## src/rtl/pieton_cerere.sv

```systemverilog
// Pedestrian request unit: debounced push-button request, grant handshake, crossing countdown.
// Optional acoustic signal built only when PIETON_SUNET_EN is defined.
module pieton_cerere #(
    parameter int CLK_DIV   = 1000000,
    parameter int DEB_CYC   = 20000,
    parameter int T_TRAV    = 30,
    parameter int BLINK_SEC = 5,
    parameter int WIDTH     = 6
) (
    input  logic             clk,
    input  logic             rst,
    input  logic             buton_raw,
    input  logic             acord,
    output logic             cerere,
    output logic             asteptare,
    output logic             verde_p_out,
    output logic             rosu_p_out,
    output logic [WIDTH-1:0] secunde_ramase,
    output logic             sunet
);
    localparam int PW = (CLK_DIV > 1) ? $clog2(CLK_DIV) : 1;
    localparam int DW = $clog2(DEB_CYC + 1);

    localparam logic [1:0] S_IDLE  = 2'd0;
    localparam logic [1:0] S_WAIT  = 2'd1;
    localparam logic [1:0] S_CROSS = 2'd2;
    localparam logic [1:0] S_CLEAR = 2'd3;

    localparam logic [WIDTH-1:0] BLINK_W = WIDTH'(BLINK_SEC);
    localparam logic [WIDTH-1:0] TRAV_W  = WIDTH'(T_TRAV);

    logic          sync1, sync2, buton_deb, buton_deb_q, acord_q;
    logic [DW-1:0] deb_cnt;
    logic [PW-1:0] pre;
    logic [WIDTH-1:0] sec;
    logic [1:0]    state, state_nxt;
    logic          press, acord_rise, acord_fall, tick, half, enter_cross, in_cross;

    assign press       = buton_deb & ~buton_deb_q;
    assign acord_rise  = acord & ~acord_q;
    assign acord_fall  = ~acord & acord_q;
    assign tick        = (pre == PW'(CLK_DIV - 1));
    assign half        = (pre >= PW'(CLK_DIV / 2));
    assign in_cross    = (state == S_CROSS);
    assign enter_cross = (state_nxt == S_CROSS) && !in_cross;

    // Debounce: accept a new level only after it has been stable for DEB_CYC cycles
    always_ff @(posedge clk) begin
        if (rst) begin
            sync1       <= 1'b0;
            sync2       <= 1'b0;
            buton_deb   <= 1'b0;
            buton_deb_q <= 1'b0;
            deb_cnt     <= '0;
            acord_q     <= 1'b0;
        end else begin
            sync1       <= buton_raw;
            sync2       <= sync1;
            buton_deb_q <= buton_deb;
            acord_q     <= acord;
            if (sync2 != buton_deb) begin
                if (deb_cnt == DW'(DEB_CYC - 1)) begin
                    buton_deb <= sync2;
                    deb_cnt   <= '0;
                end else begin
                    deb_cnt <= deb_cnt + 1'b1;
                end
            end else begin
                deb_cnt <= '0;
            end
        end
    end

    // Prescaler restarts on crossing entry so the first second is full length
    always_ff @(posedge clk) begin
        if (rst || enter_cross || tick) pre <= '0;
        else                            pre <= pre + 1'b1;
    end

    always_ff @(posedge clk) begin
        if (rst)                                sec <= '0;
        else if (enter_cross)                   sec <= TRAV_W;
        else if (in_cross && tick && sec != '0) sec <= sec - 1'b1;
    end

    always_comb begin
        state_nxt = state;
        case (state)
            S_IDLE:  if (acord_rise) state_nxt = S_CROSS;
                     else if (press) state_nxt = S_WAIT;
            S_WAIT:  if (acord_rise) state_nxt = S_CROSS;
            S_CROSS: if (acord_fall) state_nxt = S_CLEAR;
            default: state_nxt = S_IDLE;
        endcase
    end

    always_ff @(posedge clk) begin
        if (rst) state <= S_IDLE;
        else     state <= state_nxt;
    end

    always_comb begin
        cerere         = (state == S_WAIT);
        asteptare      = (state == S_WAIT);
        secunde_ramase = in_cross ? sec : '0;
        rosu_p_out     = !(in_cross && sec != '0);
        verde_p_out    = 1'b0;
        if (in_cross) begin
            if (sec > BLINK_W)   verde_p_out = 1'b1;
            else if (sec != '0)  verde_p_out = ~half;
        end
    end

`ifdef PIETON_SUNET_EN
    // Eighth-of-second index; its LSB gives a 4 Hz square wave
    logic [PW+2:0] eighth;
    assign eighth = {pre, 3'b000} / (PW+3)'(CLK_DIV);

    always_comb begin
        sunet = 1'b0;
        if (in_cross) begin
            if (sec > BLINK_W)  sunet = ~half;
            else if (sec != '0) sunet = ~eighth[0];
        end
    end
`else
    assign sunet = 1'b0;
`endif

endmodule

```

## config.mk

```make
export PLATFORM = sky130hd
export DESIGN_NAME = pieton_cerere
export DESIGN_NICKNAME = d
export VERILOG_FILES = /design/src/rtl/pieton_cerere.sv
export SDC_FILE = /design/constraint.sdc
export NUM_CORES = 1
export LEC_CHECK = 0
export ABC_AREA = 1
export CORE_MARGIN = 3
export CORE_UTILIZATION = 41
export CTS_BUF_LIST = sky130_fd_sc_hd__clkbuf_16
export DETAILED_ROUTE_END_ITERATION = 8
export PLACE_DENSITY_LB_ADDON = 0.3
export SLEW_MARGIN = 20
export SYNTH_ARGS = -nofsm -noshare
export SYNTH_HDL_FRONTEND = slang
export SYNTH_SLANG_ARGS = --single-unit
```

## constraint.sdc

```tcl
create_clock -name clk -period 1.73 [get_ports clk]
set_input_delay 0.173 -clock clk [delete_from_list [all_inputs] [get_ports clk]]
set_output_delay 0.173 -clock clk [all_outputs]
set_load 0.005 [all_outputs]
```

Word-level counts from Yosys, hierarchy flattened
Index checks and enable logic that the tools add are counted.
Word-level totals
  output and inout bits: 11
  logic and storage cells: 54
  input port bits: 4
  register bits: 48
Operators by class
  $add $sub $neg: 3
  muxes and demuxes: 11
  equality and inequality tests: 6
  bitwise gates (word level): 8
  order comparisons: 2
  reduce and logical (&&, ||, !) cells: 14
Operators by type and width (number)
  $add A20 B1 Y20 const B: 1
  $eq A20 B20 Y1 const B: 1
  $ge A20 B19 Y1 const B: 1
  $add A15 B1 Y15 const B: 1
  $eq A15 B15 Y1 const B: 1
  $mux W5: 2
  $mux W2: 4
  $gt A6 B3 Y1 const B: 1
  $mux W6: 1
  $pmux W2 S3: 1
  $reduce_bool A6 Y1: 1
  $sub A6 B1 Y6 const B: 1
  $not A1 Y1: 5
  $eq A2 B2 Y1 const B: 2
  $logic_and A1 B1 Y1: 4
  $and A1 B1 Y1: 3
  $mux W1: 3
  $reduce_or A3 Y1: 1
  $eq A2 B1 Y1 const B: 1
  $logic_not A1 Y1: 2
  $logic_not A2 Y1: 1
  $logic_or A1 B1 Y1: 2
  $reduce_and A2 Y1: 1
  $reduce_bool A2 Y1: 1
  other kinds (2): 2

Depth between registers and ports, before layout
  word-level depth: 9
  depth in mapped cells: 10

Worst setup path before layout
OpenSTA, ideal clock, no wires.
  kind: register to register
  start: register pre[0]
  end: register pre[10]
  setup time: 115 ps
  setup slack: 251 ps
  cell stages (with the launch flop): 10
  arrival: 1364 ps
  cells stage by stage: dfxtp_1 -> ha_1 -> nand3_2 -> inv_2 -> nand3_2 -> nor2_8 -> nor2_4 -> inv_4 -> buf_8 -> nor2_2
Between the ends
  longest elaborated chain between the ends: 2
RTL lines
  start, declared: RTL line 34  | logic [PW-1:0] pre;
  start signal, assigned: RTL line 77  | else pre <= pre + 1'b1;
  parallel branches: the longest is 2 deep, another holds $add A20 B1 Y20
Parallel ways; which one is timed is not known.
A chain may end at the register's enable or synchronous reset.

Final worst setup path
  start: register sec[1]
  end: output verde_p_out
Between the ends
  longest elaborated chain between the ends: 4
RTL lines
  start, declared: RTL line 35  | logic [WIDTH-1:0] sec;
  start signal, assigned: RTL line 83  | else if (in_cross && tick && sec != '0) sec <= sec - 1'b1;
  parallel branches: the longest is 2 deep, another holds $gt A6 B3 Y1
  $mux W1 *: RTL line 109  | if (sec > BLINK_W) verde_p_out = 1'b1;
  $mux W1 *: RTL line 108  | if (in_cross) begin
  end, declared: RTL line 16  | output logic verde_p_out,
Every way passes the cells marked *.

==> summary.md <==
| Metric | Value |
|---|---|
| Status | complete, no violations |
| CTS tree | yes |
| Per-cell routed wire length | 11.04 um |
| Final WS setup | about 0.057 ns |
| Multi-input gate area | 0.001453 mm^2 |
| Fin util | 0.5233 |
| CTS buffer count | 5 |
| CTS Root Cell | clkbuf_16 |
| Commonest non-fill, non-tap cell in the layout | nand2_1 |
| Register Area | 967.2 um^2 |
| Synthesized instance count | 369 |
| Synth Warn # | 0 |
| First-pass GRT wire length | 9390 um |
| Initial antenna violation count | 0 |
| CP Max Fanout | 3 |
| Syn Area/Cell | a little over 7 um^2 |
| # setup viols final | 0 |
| Critical Path Slowest Stage Cell | dfxtp_1 |
| DR iter-0 viols | 71 |
| Critical path, cell by cell | inv_2 -> ha_1 -> nor3_2 -> nor4_2 -> a21oi_1 -> clkdlybuf4s15_1 |
| Die area | 0.007405 mm^2 |
| Worst IR Drop VDD | 0.0004139 V |
| Min Clock Period, post-route | 1.673 ns |
| Share of layout cells above drive strength 1 | 0.2264 |
| Initial Util | 0.4335 |
| RSZ-0062 raised after global routing | true |
| IO buf count | 13 |
| Vias per inst | between 4 and 5 |
| Fill cells | 604 |
| GRT Util Overall | 0.1541 |
| ANT nets after route | 0 |
| Synth Flop Type | dfxtp_1 |
| GP Congestion | 0.8421 |
| Req. time, crit path | approximately 1.6 ns |
| Area growth from synthesis to layout | 20.71% |
| Vias in the first global route | 2167 |
| Post-Place Cell Area | 0.002932 mm^2 |
| Post-synth ARST share | 0 |
| Router iterations before antenna repair | 4 |
| Max-cap violation count | 0 |
| Remaining DRCs | 0 |
| Sequential-to-total area share from yosys stat | 0.3657 |
| Detailed placement HPWL | 3999 um |
| Num ports | 15 |
| Clock Sinks | 48 |
| H-Tree Depth | 2 |
| Longest Clk Path Bufs | 2 |
| Synthesized Nets | 378 |
| Setup crit start kind | flip-flop |
| Hold Fails Final Rpt | 0 |
| Core Region | 0.006061 mm^2 |
| Row count | 28 |
| Drt total wl | 5265 um |
| Final net count | between 400 and 500 |
| Worst min-delay path class | flip-flop to flip-flop |
| Number of synthesized flops with an enable pin | 0 |
| Pins Over Slew Limit | 0 |
| Final worst-path cycle share | 0.9673 |
| PD cells | 710.6 mW/mm^2 |
| Most frequent cells in the layout | nand2_1, inv_1, nor2_1, dfxtp_1, nand3_1 |
| Worst-skew pair later-pin latency | 0.29 ns |
| Diode count | 0 |
| Mapped Area | 0.002628 mm^2 |
| CP peak stage delay | 0.34 ns |
| CTS Hold Bufs | 0 |
| Pre-CTS setup slack | -0.05556 ns |
| Clock Skews | roughly 0.0059 ns |
| Worst Path Arrival | 1.50 ns |
| Crit. End Element | output pin |
| Largest net degree at the start of global routing | 16 |
| Fmax | 597.6 MHz |
| Vias | 2323 |
| Height of the die | 86.06 um |
| Flops & latches, synth | 48 |
| Worst setup path category | flip-flop to output pin |
| Global route overflow | 0 |
| Final Cell Area | roughly 0.0032 mm^2 |
| Leakage | 0.001374 uW |
| Hold WS | about 0.41 ns |
| Unique cell type count in the Yosys netlist | 38 |
| CTS clock-pin slew for the worst setup and hold paths | 0.06 ns |
| Width of the die | 86.06 um |
synthesized netlist by cell type (4+ instances only):
| cell type | instances | area [um^2] |
|---|---|---|
| o21ai_1 | 4 | 20.02 |
| nand4_1 | 10 | 62.56 |
| dfxtp_1 | 48 | 960.9 |
| nor2_4 | 5 | 56.30 |
| inv_2 | 9 | 33.78 |
| nand2_1 | 58 | 217.7 |
| o21ai_0 | 8 | 40.04 |
| inv_1 | 52 | 195.2 |
| nand2_4 | 4 | 45.04 |
| xor2_1 | 7 | 61.31 |
| nor3_1 | 13 | 65.06 |
| nor4_1 | 4 | 25.02 |
| a21oi_1 | 16 | 80.08 |
| nand3_1 | 31 | 155.2 |
| nand2_2 | 6 | 37.54 |
| a21oi_2 | 4 | 35.03 |
| nor2_2 | 12 | 75.07 |
| nor2_1 | 45 | 168.9 |
| ha_1 | 5 | 62.56 |
critical path, delay by kind of cell, from the launching register on:
kind	cells	cell delay, ns
buf+inv	2	0.28
fa+ha+maj	1	0.19
compound gates	1	0.15
flops	1	0.34
simple gates	2	0.25
per-layer routing:
| metal | routed length [um] | track usage | up-vias |
|---|---|---|---|
| li1 | - | - | 1239 |
| met5 | 0 | 0 | - |
| met3 | 207 | 0.04227 | 5 |
| met2 | 2270 | 0.2460 | 26 |
| met1 | 2718 | 0.1999 | 1053 |
| met4 | 68 | 0.05180 | 0 |
path summary, 6_finish.rpt:
path | from | end | slack, ns | cells past startpoint
min reg2reg | sync1$_SDFF_PP0_ | sync2$_SDFF_PP0_ | 0.41 | 2
min | sync1$_SDFF_PP0_ | sync2$_SDFF_PP0_ | 0.41 | 2
max | sec[1]$_SDFFE_PP0P_ | verde_p_out | 0.06 | 6
max reg2reg | pre[11]$_SDFF_PP0_ | pre[18]$_SDFF_PP0_ | 0.15 | 9
per-stage QoR:
stage	total power (uW)	setup TNS [ns]	instances
final	2254	0	477
after global routing	2361	-0.04725	477
after CTS	2281	0	476
after detailed placement	1356	-0.05556	468
after global placement	1352	0	468
after floorplan	1285	0	369
final cells by class:
class                      instances  area share
clock inverter                     2    0.002367
timing repair buffer              32     0.09152
tap                               75     0.02959
inverter                          62     0.07416
sequential                        48      0.3049
multi-input combinational        253      0.4580
clock buffer                       5     0.03945
repair_timing:
item / CTS / global route
buffers inserted: 1 / 1
gates resized for setup: 11 / 22
setup endpoints to repair: 8 / 12
pin swaps: 1 / 3
endpoints found under the hold margin: 0 / 0
flip-flops by register name, indices dropped and copies added, names as in the netlist:
register     flops
acord_q          1
buton_deb        1
buton_deb_q      1
deb_cnt         15
pre             20
sec              6
state            2
sync1            1
sync2            1
cells by family after synthesis:
family | count (synthesis) | share of synthesized area
DFF | 48 | 0.3657
AOI/OAI and AO/OA | 38 | 0.08572
xor gates and xnor gates | 8 | 0.02667
and+or+nand+nor | 201 | 0.3890
adders and majority gates | 5 | 0.02381
other | 1 | 0.001427
buffers and inverters | 68 | 0.1076
power breakdown:
| part | internal [uW] | total (uW) | switching [uW] |
|---|---|---|---|
| combinational | 93.0 | 210 | 117 |
| sequential | 1130 | 1140 | 16.9 |
| clock | 517 | 902 | 385 |
(Power assumes the default switching activity.)
